## config.mk

```make
export PLATFORM = sky130hd
export DESIGN_NAME = id_ex_stage
export DESIGN_NICKNAME = d
export VERILOG_FILES = /design/src/rtl/id_ex_stage.sv
export SDC_FILE = /design/constraint.sdc
export NUM_CORES = 1
export LEC_CHECK = 0
export CAP_MARGIN = 25
export CELL_PAD_IN_SITES_DETAIL_PLACEMENT = 0
export CELL_PAD_IN_SITES_GLOBAL_PLACEMENT = 1
export CORE_MARGIN = 5
export CORE_UTILIZATION = 53
export CTS_CLUSTER_SIZE = 28
export DETAILED_ROUTE_END_ITERATION = 12
export DONT_BUFFER_PORTS = 1
export PLACE_DENSITY = 0.85
export SLEW_MARGIN = 25
export SYNTH_ARGS = -nofsm -noshare
export SYNTH_HDL_FRONTEND = slang
export SYNTH_SLANG_ARGS = --single-unit
```

## constraint.sdc

```tcl
create_clock -name clk -period 6.8 [get_ports clk]
set_clock_uncertainty 0.1 [all_clocks]
set_input_delay 1.02 -clock clk [delete_from_list [all_inputs] [get_ports clk]]
set_output_delay 1.02 -clock clk [all_outputs]
set_load 0.01 [all_outputs]
```

## src/rtl/id_ex_stage.sv

```systemverilog
// id_ex_stage: RV32I decode, immediate generation and operand selection,
// with the result held in a registered ID/EX stage. Valid/ready handshake on
// both sides, load-use interlock with bubble insertion, flush, illegal-opcode
// flag and a saturating stall counter.
// Optional build macro: ID_EX_WB_FWD_EN adds WB->ID operand forwarding ports;
// without it operands come straight from a write-through register file.
module id_ex_stage #(
    parameter int XLEN  = 32,
    parameter int CNT_W = 16
) (
    input  logic             clk,
    input  logic             rst,
    input  logic             i_valid,
    output logic             o_ready,
    input  logic [31:0]      i_instruct,
    input  logic [XLEN-1:0]  i_pc,
    output logic [4:0]       o_rs1,
    output logic [4:0]       o_rs2,
    input  logic [XLEN-1:0]  i_regData1,
    input  logic [XLEN-1:0]  i_regData2,
    input  logic             i_flush,
`ifdef ID_EX_WB_FWD_EN
    input  logic             i_wb_en,
    input  logic [4:0]       i_wb_rd,
    input  logic [XLEN-1:0]  i_wb_data,
`endif
    output logic             o_valid,
    input  logic             i_ready,
    output logic             o_jal,
    output logic             o_jalr,
    output logic             o_branch,
    output logic             o_MemRead,
    output logic             o_MemWrite,
    output logic             o_RegWrite,
    output logic             o_illegal,
    output logic [1:0]       o_Data_sel,
    output logic [2:0]       o_ALUop,
    output logic [XLEN-1:0]  o_op1,
    output logic [XLEN-1:0]  o_op2,
    output logic [XLEN-1:0]  o_imm,
    output logic [XLEN-1:0]  o_Rdata2,
    output logic [XLEN-1:0]  o_pc,
    output logic [4:0]       o_rd,
    output logic [3:0]       o_func,
    output logic [2:0]       o_func3,
    output logic [CNT_W-1:0] o_stall_cnt
);

    typedef enum logic [6:0] {
        OP_R      = 7'b0110011,
        OP_IALU   = 7'b0010011,
        OP_LOAD   = 7'b0000011,
        OP_STORE  = 7'b0100011,
        OP_BRANCH = 7'b1100011,
        OP_JAL    = 7'b1101111,
        OP_JALR   = 7'b1100111,
        OP_LUI    = 7'b0110111,
        OP_AUIPC  = 7'b0010111
    } opcode_e;

    typedef enum logic [1:0] {OP1_RS1, OP1_PC, OP1_ZERO} op1_sel_e;

    logic [6:0]        opcode;
    logic              d_jal, d_jalr, d_branch, d_mem_read, d_mem_write;
    logic              d_reg_write, d_illegal, d_op2_imm, uses_rs1, uses_rs2;
    logic [1:0]        d_data_sel;
    logic [2:0]        d_alu_op;
    op1_sel_e          d_op1_sel;
    logic signed [31:0] imm32;
    logic [XLEN-1:0]   imm_x, rs1_data, rs2_data, d_op1, d_op2;
    logic [4:0]        d_rd;
    logic              ex_free, hazard;

    assign opcode = i_instruct[6:0];
    assign o_rs1  = i_instruct[19:15];
    assign o_rs2  = i_instruct[24:20];

`ifdef ID_EX_WB_FWD_EN
    assign rs1_data = (i_wb_en && i_wb_rd != 5'd0 && i_wb_rd == o_rs1) ? i_wb_data : i_regData1;
    assign rs2_data = (i_wb_en && i_wb_rd != 5'd0 && i_wb_rd == o_rs2) ? i_wb_data : i_regData2;
`else
    assign rs1_data = i_regData1;
    assign rs2_data = i_regData2;
`endif

    // Decode opcode into control bits, immediate format and operand sources.
    always_comb begin
        // NOTE: every signal driven here gets a default first, so no path can infer a latch.
        d_jal       = 1'b0;
        d_jalr      = 1'b0;
        d_branch    = 1'b0;
        d_mem_read  = 1'b0;
        d_mem_write = 1'b0;
        d_reg_write = 1'b0;
        d_illegal   = 1'b0;
        d_op2_imm   = 1'b0;
        uses_rs1    = 1'b0;
        uses_rs2    = 1'b0;
        d_data_sel  = 2'b00;
        d_alu_op    = 3'b000;
        d_op1_sel   = OP1_RS1;
        imm32       = {{20{i_instruct[31]}}, i_instruct[31:20]};
        case (opcode)
            OP_R:      begin d_reg_write = 1'b1; d_alu_op = 3'b010; uses_rs1 = 1'b1; uses_rs2 = 1'b1; end
            OP_IALU:   begin d_reg_write = 1'b1; d_alu_op = 3'b011; d_op2_imm = 1'b1; uses_rs1 = 1'b1; end
            OP_LOAD:   begin d_mem_read = 1'b1; d_reg_write = 1'b1; d_data_sel = 2'b01;
                             d_op2_imm = 1'b1; uses_rs1 = 1'b1; end
            OP_STORE:  begin d_mem_write = 1'b1; d_op2_imm = 1'b1; uses_rs1 = 1'b1; uses_rs2 = 1'b1;
                             imm32 = {{20{i_instruct[31]}}, i_instruct[31:25], i_instruct[11:7]}; end
            OP_BRANCH: begin d_branch = 1'b1; d_op1_sel = OP1_PC; d_op2_imm = 1'b1;
                             uses_rs1 = 1'b1; uses_rs2 = 1'b1;
                             imm32 = {{19{i_instruct[31]}}, i_instruct[31], i_instruct[7],
                                      i_instruct[30:25], i_instruct[11:8], 1'b0}; end
            OP_JAL:    begin d_jal = 1'b1; d_reg_write = 1'b1; d_data_sel = 2'b10;
                             d_op1_sel = OP1_PC; d_op2_imm = 1'b1;
                             imm32 = {{11{i_instruct[31]}}, i_instruct[31], i_instruct[19:12],
                                      i_instruct[20], i_instruct[30:21], 1'b0}; end
            OP_JALR:   begin d_jalr = 1'b1; d_reg_write = 1'b1; d_data_sel = 2'b10;
                             d_op2_imm = 1'b1; uses_rs1 = 1'b1; end
            OP_LUI:    begin d_reg_write = 1'b1; d_alu_op = 3'b100; d_op1_sel = OP1_ZERO;
                             d_op2_imm = 1'b1; imm32 = {i_instruct[31:12], 12'b0}; end
            OP_AUIPC:  begin d_reg_write = 1'b1; d_op1_sel = OP1_PC; d_op2_imm = 1'b1;
                             imm32 = {i_instruct[31:12], 12'b0}; end
            default:   d_illegal = 1'b1;
        endcase
    end

    // Sign-extend the immediate and pick the two ALU operands.
    always_comb begin
        imm_x = XLEN'(imm32);
        case (d_op1_sel)
            OP1_PC:   d_op1 = i_pc;
            OP1_ZERO: d_op1 = '0;
            default:  d_op1 = rs1_data;
        endcase
        d_op2 = d_op2_imm ? imm_x : rs2_data;
        d_rd  = d_reg_write ? i_instruct[11:7] : 5'd0;
    end

    // Load-use interlock against the load currently held for EX, and handshake.
    assign ex_free = !o_valid || i_ready;
    assign hazard  = o_valid && o_MemRead && (o_rd != 5'd0) &&
                     ((o_rd == o_rs1 && uses_rs1) || (o_rd == o_rs2 && uses_rs2));
    assign o_ready = rst && (i_flush || (ex_free && !hazard));

    // ID/EX register: flush, then bubble, then load, then drain, else hold.
    always_ff @(posedge clk or negedge rst) begin
        // NOTE: state registers use non-blocking assignments so every flop samples pre-edge values.
        if (!rst) begin
            o_valid <= 1'b0; o_jal <= 1'b0; o_jalr <= 1'b0; o_branch <= 1'b0;
            o_MemRead <= 1'b0; o_MemWrite <= 1'b0; o_RegWrite <= 1'b0; o_illegal <= 1'b0;
            o_Data_sel <= '0; o_ALUop <= '0; o_op1 <= '0; o_op2 <= '0; o_imm <= '0;
            o_Rdata2 <= '0; o_pc <= '0; o_rd <= '0; o_func <= '0; o_func3 <= '0;
            o_stall_cnt <= '0;
        end else if (i_flush || (ex_free && hazard)) begin
            o_valid <= 1'b0; o_jal <= 1'b0; o_jalr <= 1'b0; o_branch <= 1'b0;
            o_MemRead <= 1'b0; o_MemWrite <= 1'b0; o_RegWrite <= 1'b0; o_illegal <= 1'b0;
            o_Data_sel <= '0; o_ALUop <= '0; o_rd <= '0;
            if (!i_flush && o_stall_cnt != '1)
                o_stall_cnt <= o_stall_cnt + 1'b1;
        end else if (ex_free && i_valid) begin
            o_valid <= 1'b1; o_jal <= d_jal; o_jalr <= d_jalr; o_branch <= d_branch;
            o_MemRead <= d_mem_read; o_MemWrite <= d_mem_write; o_RegWrite <= d_reg_write;
            o_illegal <= d_illegal; o_Data_sel <= d_data_sel; o_ALUop <= d_alu_op;
            o_op1 <= d_op1; o_op2 <= d_op2; o_imm <= imm_x; o_Rdata2 <= rs2_data;
            o_pc <= i_pc; o_rd <= d_rd;
            o_func <= {i_instruct[30], i_instruct[14:12]};
            o_func3 <= i_instruct[14:12];
        end else if (ex_free) begin
            o_valid <= 1'b0;
        end
    end

endmodule

```

==> summary.md <==
| Metric | Value |
|---|---|
| Status | finished clean |
| IO Pins | between 300 and 400 |
| Vias in the first global route | 6004 |
| Global-route usage over all layers | between 20% and 30% |
| H-tree depth | 4 |
| Slew Viols, Final | 0 |
| RePlAce Congestion | a little over 0.9 |
| Sequential share of the synthesized area | between 50% and 60% |
| Commonest cells post-synth | 197 x dfrtp_1, 104 x mux2_1, 54 x mux2_4 |
| DIE AREA | roughly 20000 sq um |
| CTS tree | done |
| Final count of negative-setup-slack endpoints | 0 |
| Synth area leaders | dfrtp_1 53%, mux2_1 13%, mux2_4 8.8% |
| Max Fanout on Critical Path | 58 |
| Synth unique cells | 48 |
| Final hold vios | 0 |
| F_max | roughly 240 MHz |
| Row count | 48 |
| Setup bufs post-CTS | 0 |
| Initial Util | ~54% |
| Post-synth top area share | a little over half |
| Tot Pwr | about 2.9 mW |
| Cts hold-fix bufs | 0 |
| Setup_tns | 0 ns |
| Sinks on Clock Net | 197 |
| Worst-margin pin slew | around 1.0 ns |
| CP Capture Type | register |
| Initial antenna violation count | 0 |
| RSZ-0062 raised after global routing | no |
| Final nets | 800 |
| Port bufs | 0 |
| Core area | around 17000 sq um |
| Total Wirelength | ~25000 microns |
| Post-route ant nets | 0 |
| Pleak | approximately 4.4 nW |
| WL per Instance | about 27 microns |
| Finished Core Util | between 50% and 60% |
| Most common cell in the netlist | dfrtp_1 |
| Synth warnings | 0 |
| FILL cells | around 1.4k |
| Clk Latency, worst-skew pair | 0.43 ns |
| Startpoint types | register |
| Post_cts resized | 0 |
| DP Area | approximately 9000 sq um |
| Antenna Cells | 0 |
| Reg2Reg Setup Slack | 2.56 ns |
| Largest net degree at the start of global routing | 199 |
| Min Tclk post-route | 4.24 ns |
| First-pass GRT wire length | approximately 37000 microns |
| Syn Nets | 840 |
| HPWL after DPL | between 15000 and 20000 microns |
| DRC | 0 |
| Clk root buf | clkbuf_16 |
| Main synth FF type | dfrtp_1 |
| Area Growth Syn to Fin | 6.14% |
| Min-Delay Path Class | input pin to asynchronous set/reset pin |
| Mean area per synthesized cell | 13.1 sq um |
| Non-filler instance count after layout | between 900 and 1k |
| Initial DRC count | 352 |
| Critical path arrival | around 4.4 ns |
| Clock transition at path regs | 0.07 ns |
| Crit path kind | register to register |
| Initial DRT Pass Iterations | 5 |
| MaxCap Viol Count | 0 |
| Synth area leader | dfrtp_1 |
| Cells after synthesis | a little over 700 |
| Fin crit share | ~62% |
| Critical Path RT | ~7.0 ns |
| Die height | roughly 140 microns |
| Pwr dens | about 300 nW/um^2 |
| Vias per cell | slightly above 6 |
| Overall die width | 142 microns |
| Total CTS buffers | 17 |
| Placed cells | a little under 900 |
| Via count | roughly 5.5k |
| Share of cells above drive strength 1 | 17.6% |
| Post-synth EDFFs | 0 |
| Overflow after GRT | 0 |
| Synth Register Bits | approximately 200 |
| Synthesized area | about 9000 sq um |
| Max VDD drop | 0.000189 V |
| Clock Path Buffers | 2 |
| Post-Layout Inst Area | roughly 10000 sq um |
| Ys async rst share | 100% |
| Slew margin rel. | between 30% and 40% |
[final cells by class]
type | count | area [sq um] | share of cell area (%)
clock buffer | 18 | 439 | 4.47
clock inverter | 13 | 141 | 1.44
inverter | 18 | 67.6 | 0.688
multi-input combinational | 427 | 3910 | 39.9
sequential | 197 | 4930 | 50.2
tap | 225 | 282 | 2.87
timing repair buffer | 4 | 42.5 | 0.433
[report_power, final]
group | switching (mW) | total, mW | internal [mW] | leakage [nW]
Sequential | 0.242 | 1.59 | 1.35 | 2.39
Combinational | 0.114 | 0.300 | 0.186 | 1.77
Clock | 0.464 | 0.991 | 0.527 | 0.283
[worst max-delay path, stage by stage, from the launching register on]
cell      delay [ns]
dfrtp_1         0.52
or4_1           0.56
o211ai_1        0.17
a21o_1          0.57
and3_4          1.00
buf_4           0.75
mux2_1          0.39
[per-layer routing]
metal,global-route usage (%),part of all wire [%],up-vias
li1,-,-,2403
met1,26.4,35,2769
met2,41.6,51,304
met3,10.9,12,35
met4,7.88,2.6,0
met5,0,0,-
[per-stage QoR]
stage	worst slack, ns	hold slack (ns)
6_report	2.56	0.185
5_1_grt	2.41	0.156
4_1_cts	2.57	0.165
3_5_place_dp	2.37	0.455
3_3_place_gp	2.46	0.446
2_1_floorplan	3.31	0.415
[layout by cell type, fill, tap and decap left out, drive strengths merged, types with 10 or more instances in the layout]
| cell | synthesis | routed |
|---|---|---|
| a21oi | 13 | 13 |
| clkbuf | 21 | 18 |
| nand2 | 34 | 34 |
| a22o | 32 | 32 |
| o21ai | 22 | 22 |
| nand3 | 17 | 17 |
| xor2 | 25 | 25 |
| inv | 18 | 24 |
| a21o | 13 | 13 |
| mux2 | 179 | 179 |
| nor2 | 10 | 10 |
| dfrtp | 197 | 197 |
| nor3 | 10 | 10 |
[worst paths after layout]
kind                       cells after the start      from             end
max                                            6   o_rd[2]       o_op1[20]
min                                            0       rst  o_stall_cnt[9]
max reg2reg                                    6   o_rd[2]       o_op1[20]
min reg2reg                                    1  o_op2[9]        o_op2[9]
max in group asynchronous                      0       rst  o_stall_cnt[4]
min in group clk                               1  o_op2[9]        o_op2[9]
[flip-flops by register name (all words and copies together), names as in the netlist, 4 cells and up]
name         count
o_Rdata2        32
o_imm           32
o_op1           32
o_op2           32
o_pc            32
o_stall_cnt     16
o_rd             5
o_func           4
[cell families after synthesis]
group / after synthesis / synth area share (%)
buffers and inverters: 81 / 4.83
xor gates and xnor gates: 25 / 2.37
muxes: 188 / 25.0
DFF: 197 / 53.3
adders and majority gates: 2 / 0.271
AOI/OAI and AO/OA: 99 / 7.83
and+or+nand+nor: 113 / 6.43
Power figures use the tool's default switching activity.
